==> src/rtl/eth_10g_mac_st_timing_adapter_rl_pkg.sv <==
// Shared definitions for the 10G MAC Avalon-ST adapters: occupancy width helper,
// ready-latency limit and the DEPTH/IN_RL legality check used at elaboration.
`ifndef ETH_10G_ST_PKG_SV
`define ETH_10G_ST_PKG_SV

`define ETH_10G_ST_CHECK_RL_DEPTH(depth, rl) \
    if ((rl) < 0 || (rl) > eth_10g_st_pkg::MAX_IN_RL) begin : g_bad_in_rl \
        $error("eth_10g_st: IN_RL=%0d outside 0..%0d", (rl), eth_10g_st_pkg::MAX_IN_RL); \
    end \
    if ((depth) < (rl) + 1 || (depth) > eth_10g_st_pkg::MAX_DEPTH || ((depth) & ((depth) - 1)) != 0) begin : g_bad_depth \
        $error("eth_10g_st: DEPTH=%0d must be a power of two in IN_RL+1..%0d", (depth), eth_10g_st_pkg::MAX_DEPTH); \
    end

package eth_10g_st_pkg;

    localparam int MAX_IN_RL = 3;
    localparam int MAX_DEPTH = 256;

    // Bits needed to hold the values 0..n inclusive (an occupancy count).
    function automatic int clog2_p1(input int n);
        return $clog2(n + 1);
    endfunction

endpackage

`endif

==> src/rtl/eth_10g_mac_st_timing_adapter_rl_if.sv <==
// Avalon-ST sink (ready-latency IN_RL) and source (ready-latency 0) handshake bundle.
interface eth_10g_mac_st_timing_adapter_rl_if #(
    parameter int DATA_W = 16
);
    logic              in_ready;
    logic              in_valid;
    logic [DATA_W-1:0] in_data;
    logic              out_ready;
    logic              out_valid;
    logic [DATA_W-1:0] out_data;

    modport slave (
        output in_ready,
        input  in_valid,
        input  in_data,
        input  out_ready,
        output out_valid,
        output out_data
    );

    modport master (
        input  in_ready,
        output in_valid,
        output in_data,
        output out_ready,
        input  out_valid,
        input  out_data
    );
endinterface

==> src/rtl/eth_10g_mac_st_timing_adapter_rl_fifo_ram.sv <==
// DEPTH x DATA_W storage: registered write, asynchronous read (maps to MLAB or flops).
module eth_10g_st_fifo_ram #(
    parameter int DATA_W = 16,
    parameter int DEPTH  = 4,
    parameter int ADDR_W = 2
) (
    input  logic              clk,
    input  logic              wr_en,
    input  logic [ADDR_W-1:0] wr_addr,
    input  logic [DATA_W-1:0] wr_data,
    input  logic [ADDR_W-1:0] rd_addr,
    output logic [DATA_W-1:0] rd_data
);
    logic [DATA_W-1:0] mem [DEPTH];

    always_ff @(posedge clk) begin
        if (wr_en) begin
            mem[wr_addr] <= wr_data;
        end
    end

    assign rd_data = mem[rd_addr];
endmodule

==> src/rtl/eth_10g_mac_st_timing_adapter_rl.sv <==
// Avalon-ST timing adapter: ready-latency IN_RL sink to ready-latency 0 source through a
// DEPTH-entry FIFO, with fill level and a sticky overflow flag for dropped beats.
module eth_10g_mac_st_timing_adapter_rl
    import eth_10g_st_pkg::*;
#(
    parameter int DATA_W = 16,
    parameter int IN_RL  = 0,
    parameter int DEPTH  = 4
) (
    input  logic                              clk,
    input  logic                              reset,
    eth_10g_mac_st_timing_adapter_rl_if.slave st,
    output logic [clog2_p1(DEPTH)-1:0]        fill_level,
    output logic                              overflow,
    input  logic                              clr_ovf
);
    `ETH_10G_ST_CHECK_RL_DEPTH(DEPTH, IN_RL)

    localparam int PTR_W = (DEPTH > 1) ? $clog2(DEPTH) : 1;
    localparam int CNT_W = clog2_p1(DEPTH);
    localparam logic [MAX_IN_RL-1:0] GNT_MASK = MAX_IN_RL'((1 << IN_RL) - 1);

    logic [PTR_W-1:0]     wr_ptr;
    logic [PTR_W-1:0]     rd_ptr;
    logic [CNT_W-1:0]     count;
    logic [MAX_IN_RL-1:0] gnt_sr;
    logic [1:0]           pending;
    logic [1:0]           ign_cnt;
    logic                 rdy_en;
    logic                 accept;
    logic                 room;
    logic                 push;
    logic                 pop;
    logic                 drop;
    logic [DATA_W-1:0]    rd_data;

    function automatic logic [1:0] grant_popcount(input logic [MAX_IN_RL-1:0] v);
        logic [1:0] n;
        n = '0;
        for (int i = 0; i < MAX_IN_RL; i++) begin
            n = n + 2'(v[i]);
        end
        return n;
    endfunction

    // Explicit wrap keeps DEPTH=1 (single-entry, 1-bit pointer) correct.
    function automatic logic [PTR_W-1:0] ptr_inc(input logic [PTR_W-1:0] p);
        return (32'(p) == DEPTH - 1) ? '0 : p + 1'b1;
    endfunction

    // Grants still in flight reserve space, so a compliant source can never overflow.
    assign pending     = grant_popcount(gnt_sr & GNT_MASK);
    assign st.in_ready = rdy_en && ((32'(count) + 32'(pending)) < DEPTH);

    assign st.out_valid = (count != '0);
    assign st.out_data  = st.out_valid ? rd_data : '0;
    assign fill_level   = count;

    // Beats landing in the IN_RL cycles after reset belong to no grant and are ignored.
    assign accept = st.in_valid && (ign_cnt == 2'd0);
    assign pop    = st.out_valid && st.out_ready;
    assign room   = (32'(count) < DEPTH) || pop;
    assign push   = accept && room;
    assign drop   = accept && !room;

    always_ff @(posedge clk) begin
        if (reset) begin
            wr_ptr   <= '0;
            rd_ptr   <= '0;
            count    <= '0;
            gnt_sr   <= '0;
            rdy_en   <= 1'b0;
            ign_cnt  <= 2'(IN_RL);
            overflow <= 1'b0;
        end else begin
            rdy_en <= 1'b1;
            gnt_sr <= {gnt_sr[MAX_IN_RL-2:0], st.in_ready};
            if (ign_cnt != 2'd0) begin
                ign_cnt <= ign_cnt - 1'b1;
            end
            if (push) begin
                wr_ptr <= ptr_inc(wr_ptr);
            end
            if (pop) begin
                rd_ptr <= ptr_inc(rd_ptr);
            end
            case ({push, pop})
                2'b10:   count <= count + 1'b1;
                2'b01:   count <= count - 1'b1;
                default: count <= count;
            endcase
            if (drop) begin
                overflow <= 1'b1;
            end else if (clr_ovf) begin
                overflow <= 1'b0;
            end
        end
    end

    eth_10g_st_fifo_ram #(
        .DATA_W (DATA_W),
        .DEPTH  (DEPTH),
        .ADDR_W (PTR_W)
    ) u_ram (
        .clk     (clk),
        .wr_en   (push),
        .wr_addr (wr_ptr),
        .wr_data (st.in_data),
        .rd_addr (rd_ptr),
        .rd_data (rd_data)
    );
endmodule

==> src/flat_wrapper.sv <==
// flat-port wrapper written by rule: the top's interface ports become plain ports
module eth_10g_mac_st_timing_adapter_rl_flat import eth_10g_st_pkg::*;
#(
    parameter int DATA_W = 16,
    parameter int IN_RL  = 0,
    parameter int DEPTH  = 4
)
  (clk, reset, fill_level, overflow, clr_ovf, st_in_ready, st_in_valid, st_in_data, st_out_ready, st_out_valid, st_out_data);
  eth_10g_mac_st_timing_adapter_rl_if #(.DATA_W(DATA_W)) st_i ();
  input  logic clk;
  input  logic reset;
  output logic [clog2_p1(DEPTH)-1:0] fill_level;
  output logic overflow;
  input  logic clr_ovf;
  output wire logic [$bits(st_i.in_ready)-1:0] st_in_ready;
  input wire logic [$bits(st_i.in_valid)-1:0] st_in_valid;
  input wire logic [$bits(st_i.in_data)-1:0] st_in_data;
  input wire logic [$bits(st_i.out_ready)-1:0] st_out_ready;
  output wire logic [$bits(st_i.out_valid)-1:0] st_out_valid;
  output wire logic [$bits(st_i.out_data)-1:0] st_out_data;
  assign st_in_ready = st_i.in_ready;
  assign st_i.in_valid = st_in_valid;
  assign st_i.in_data = st_in_data;
  assign st_i.out_ready = st_out_ready;
  assign st_out_valid = st_i.out_valid;
  assign st_out_data = st_i.out_data;
  eth_10g_mac_st_timing_adapter_rl #(.DATA_W(DATA_W), .IN_RL(IN_RL), .DEPTH(DEPTH)) u_core (.clk(clk), .reset(reset), .st(st_i), .fill_level(fill_level), .overflow(overflow), .clr_ovf(clr_ovf));
endmodule
==> config.mk <==
export PLATFORM = sky130hd
export DESIGN_NAME = eth_10g_mac_st_timing_adapter_rl_flat
export DESIGN_NICKNAME = d
export VERILOG_FILES = /design/src/rtl/eth_10g_mac_st_timing_adapter_rl_pkg.sv /design/src/rtl/eth_10g_mac_st_timing_adapter_rl_if.sv /design/src/rtl/eth_10g_mac_st_timing_adapter_rl_fifo_ram.sv /design/src/rtl/eth_10g_mac_st_timing_adapter_rl.sv /design/src/flat_wrapper.sv
export SDC_FILE = /design/constraint.sdc
export NUM_CORES = 1
export LEC_CHECK = 0
export CAP_MARGIN = 20
export CORE_MARGIN = 4
export CORE_UTILIZATION = 35
export DETAILED_ROUTE_END_ITERATION = 12
export GPL_TIMING_DRIVEN = 0
export SYNTH_ARGS = -nofsm -noshare
export SYNTH_HDL_FRONTEND = slang
export SYNTH_SLANG_ARGS = --single-unit
==> constraint.sdc <==
create_clock -name clk -period 2.2 [get_ports clk]
set_clock_uncertainty 0.2 [all_clocks]
set_input_delay 0.44 -clock clk [delete_from_list [all_inputs] [get_ports clk]]
set_output_delay 0.44 -clock clk [all_outputs]
set_load 0.01 [all_outputs]
==> flow_summary.ini, run 1 <==
[drt]
route.vias.total = 1638
first_pass_iters = 4
detail-route-antenna-nets = 0
routed-wl-met2_mm = 2.83
highest-signal-layer = met4
route.detailed.drc = 0
drt-met1-wl_mm = 2.39
wl_mm = 5.63
first_iter_violations = 52
dr_wl_met3_um = 334
vias_per_cell = 4.56
wire_per_inst_um = 15.7

[synthesis]
synthArstFlopShare = 0
main_combinational_cell_family_by_area_after_synthesis = multiplexers
fraction_of_the_mapped_netlist_area_in_simple_logic_gates = 0.0848
synth-xor-area-share = 0.00840
yosys_register_bits = 77
syn-instance-count = 173
synthTopCellsByArea = edfxtp_1 61%, dfxtp_1 8.3%, mux4_2 7.2%
synth_enable_flop_cells = 64
synthMuxAreaShare = 0.126
dominantRegCellSynth = edfxtp_1
mappedNetlistArea_um2 = 3130
synthDominantCellAreaShare = 0.614
ys.warnings.count = 0
synth_cell_type_count = 25
synth_largest_area_cell = edfxtp_1
ys_seq_area_frac = 0.698
syn_area_per_cell_um2 = 18.1
synth_adder_area_share = 0.0344
synth_fp_nets = 202
synth_compound_area_frac = 0.0200

[hold_path]
timing.hold.worst.class = flip-flop to flip-flop

[finish]
synthToLayoutAreaGrowth_pct = 31.4
layout.cells.most_common = edfxtp_1
finish.utilization = 0.471
layout.cells.most_common_list = 64 x edfxtp_1, 24 x clkdlybuf4s50_1, 16 x mux4_2, 16 x buf_4, 13 x buf_6
fin_cells = 359
fraction_of_layout_instances_using_a_drive_strength_above_1 = 0.398
final_area_um2 = 4110
num-nets-final = 276
antenna_cells = 0

[cts]
clock_insertion_delay_worst_skew_ns = 0.34
tritoncts_num_sinks = 77
clkSlewWorstSetupHoldPaths_ns = 0.07
htreeDepth = 3
cts_buffers = 9
root_buffer_cell = clkbuf_8
clockBufferDepth = 2
tritoncts = done

[die]
start_util = 0.359
num_io_pins = 43
floorplan.die.height_um = 103
floorplan.die.width_um = 103
core_um2 = 8720
row_count = 34
fp.dieArea_um2 = 10500

[pwr]
total_design_power_mw = 4.90
leakage_nw = 1.48
vdd.ir_drop.worst_uv = 393
power-per-cell-area_nw_per_um2 = 1190

[setup_path]
cp.arrival_ns = 1.75
critPathMaxFanout = 8
cp.buffers_inverters = 4
setup.worst_path.class = flip-flop to output pin
worstSetupStartpointType = flip-flop
endpoint_kind = output pin
cpPeakStageDelay_ns = 0.51
worst_ep_required_time_ns = 1.56
worst_path_cell_chain = buf_6 > buf_12 > buf_12 > mux4_2 > nor2b_4 > buf_6
cpLargestDelayFamily = multiplexers
critPathSlowestCell = mux4_2

[sta]
max_clock_freq_ghz = 0.418
sum_of_negative_setup_slack_ns = -2.56
slew-limit-headroom = 0.688
post-route-period-util = 1.09
holdWs_ns = 0.290
tightestPinTransition_ns = 0.468
setup-violations-final = 16
drv_slew = 0
timing.final.crit_period_ns = 2.39
report.final.hold_viol_count = 0
unrepaired_setup_endpoints_after_global_routing = yes
setup_ws_ns = -0.192

[job]
max_cap_viol_count = 0

[grt]
number_of_antenna_violations_at_the_first_check_in_global_routing = 0
grt_start_max_net_pins = 17
grt_pass1_vias = 1629
global_route_wire_length_before_repair_mm = 8.67
grt_remaining_overflow = 0
grt_usage = 0.114

[run_status]
violations = setup timing
result_of_the_run = complete, but fails checks

[placement]
post-dp-hpwl_mm = 3.33
dp_cells = 323
dpl-instance-area_um2 = 3690
place.gp.congestion = 0.663
portBuffers = 42
dp_worst_setup_slack_ns = -0.540
repair_timing:
action,in CTS,in global routing
hold buffers,0,0
pin swaps,1,4
hold endpoints to repair,0,0
setup endpoints to repair,82,67
gates resized for setup,93,22
gates cloned,0,0
buffers inserted,11,11
state kept, by name (all words and copies together), names as in the netlist, named ones only:
| register | cells |
|---|---|
| u_core.rd_ptr | 2 |
| u_core.rdy_en | 1 |
| u_core.wr_ptr | 2 |
| u_core.fill_level | 3 |
| u_core.overflow | 1 |
| u_core.u_ram.mem | 64 |
| u_core.ign_cnt | 2 |
routing by layer:
metal | vias to the layer above | global-route usage
met5 | - | 0
li1 | 796 | -
met1 | 798 | 0.145
met4 | 0 | 0.0484
met2 | 40 | 0.174
met3 | 4 | 0.0453
worst min-delay path, cell delays in order, from the launching register on:
cell and delay (ns):
dfxtp_1 0.32, nand2_1 0.05, a21oi_1 0.07
logic make-up after synthesis:
family                   count (synthesis)
buffers and inverters                   17
flip-flops                              77
AO/OA/AOI/OAI                           11
XOR/XNOR                                 3
multiplexers                            17
adder cells (fa/ha/maj)                  8
AND/OR/NAND/NOR                         40
power breakdown:
part,total [mW],internal (mW),switching (mW)
clock network,1.03,0.517,0.513
registers,1.92,1.83,0.0942
logic,1.95,1.14,0.801
synthesized netlist by cell type, types with 4 or more instances:
cell type / instances
edfxtp_1: 64
nor2b_1: 15
dfxtp_1: 13
inv_1: 11
mux4_2: 10
nor2_1: 9
a21oi_1: 7
ha_1: 7
mux4_1: 6
and2_1: 5
nor2b_4: 4
final timing paths:
check | from | endpoint | slack [ns] | cells past startpoint
worst max register to register | u_core.ign_cnt[1] | u_core.fill_level[2] | 0.07 | 11
worst min-delay path | u_core.rd_ptr[0] | flip-flop | 0.29 | 2
worst max-delay path | flip-flop | st_out_data[14] | -0.19 | 6
worst min register to register | u_core.rd_ptr[0] | flip-flop | 0.29 | 2
final cells by class:
type	count	area (um^2)
multi-input cells	79	902
clock buffers	9	124
plain buffers	6	71.3
repair buffers	63	582
well taps	108	135
fillers	742	4610
flip-flops and latches	77	2190
inverters	11	41.3
clock inverters	6	62.6
No activity file was read; power rests on OpenSTA's default activity.
==> inputs of run 2 (changes only) <==
--- a/config.mk
+++ b/config.mk
@@ -8,6 +8,7 @@
 export CAP_MARGIN = 20
 export CORE_MARGIN = 4
 export CORE_UTILIZATION = 35
+export CTS_BUF_LIST = sky130_fd_sc_hd__clkbuf_4 sky130_fd_sc_hd__clkbuf_8
 export DETAILED_ROUTE_END_ITERATION = 12
 export GPL_TIMING_DRIVEN = 0
 export SYNTH_ARGS = -nofsm -noshare
==> results of run 2 <==
Final layout, timing and power as in run 1 (identical DEF).
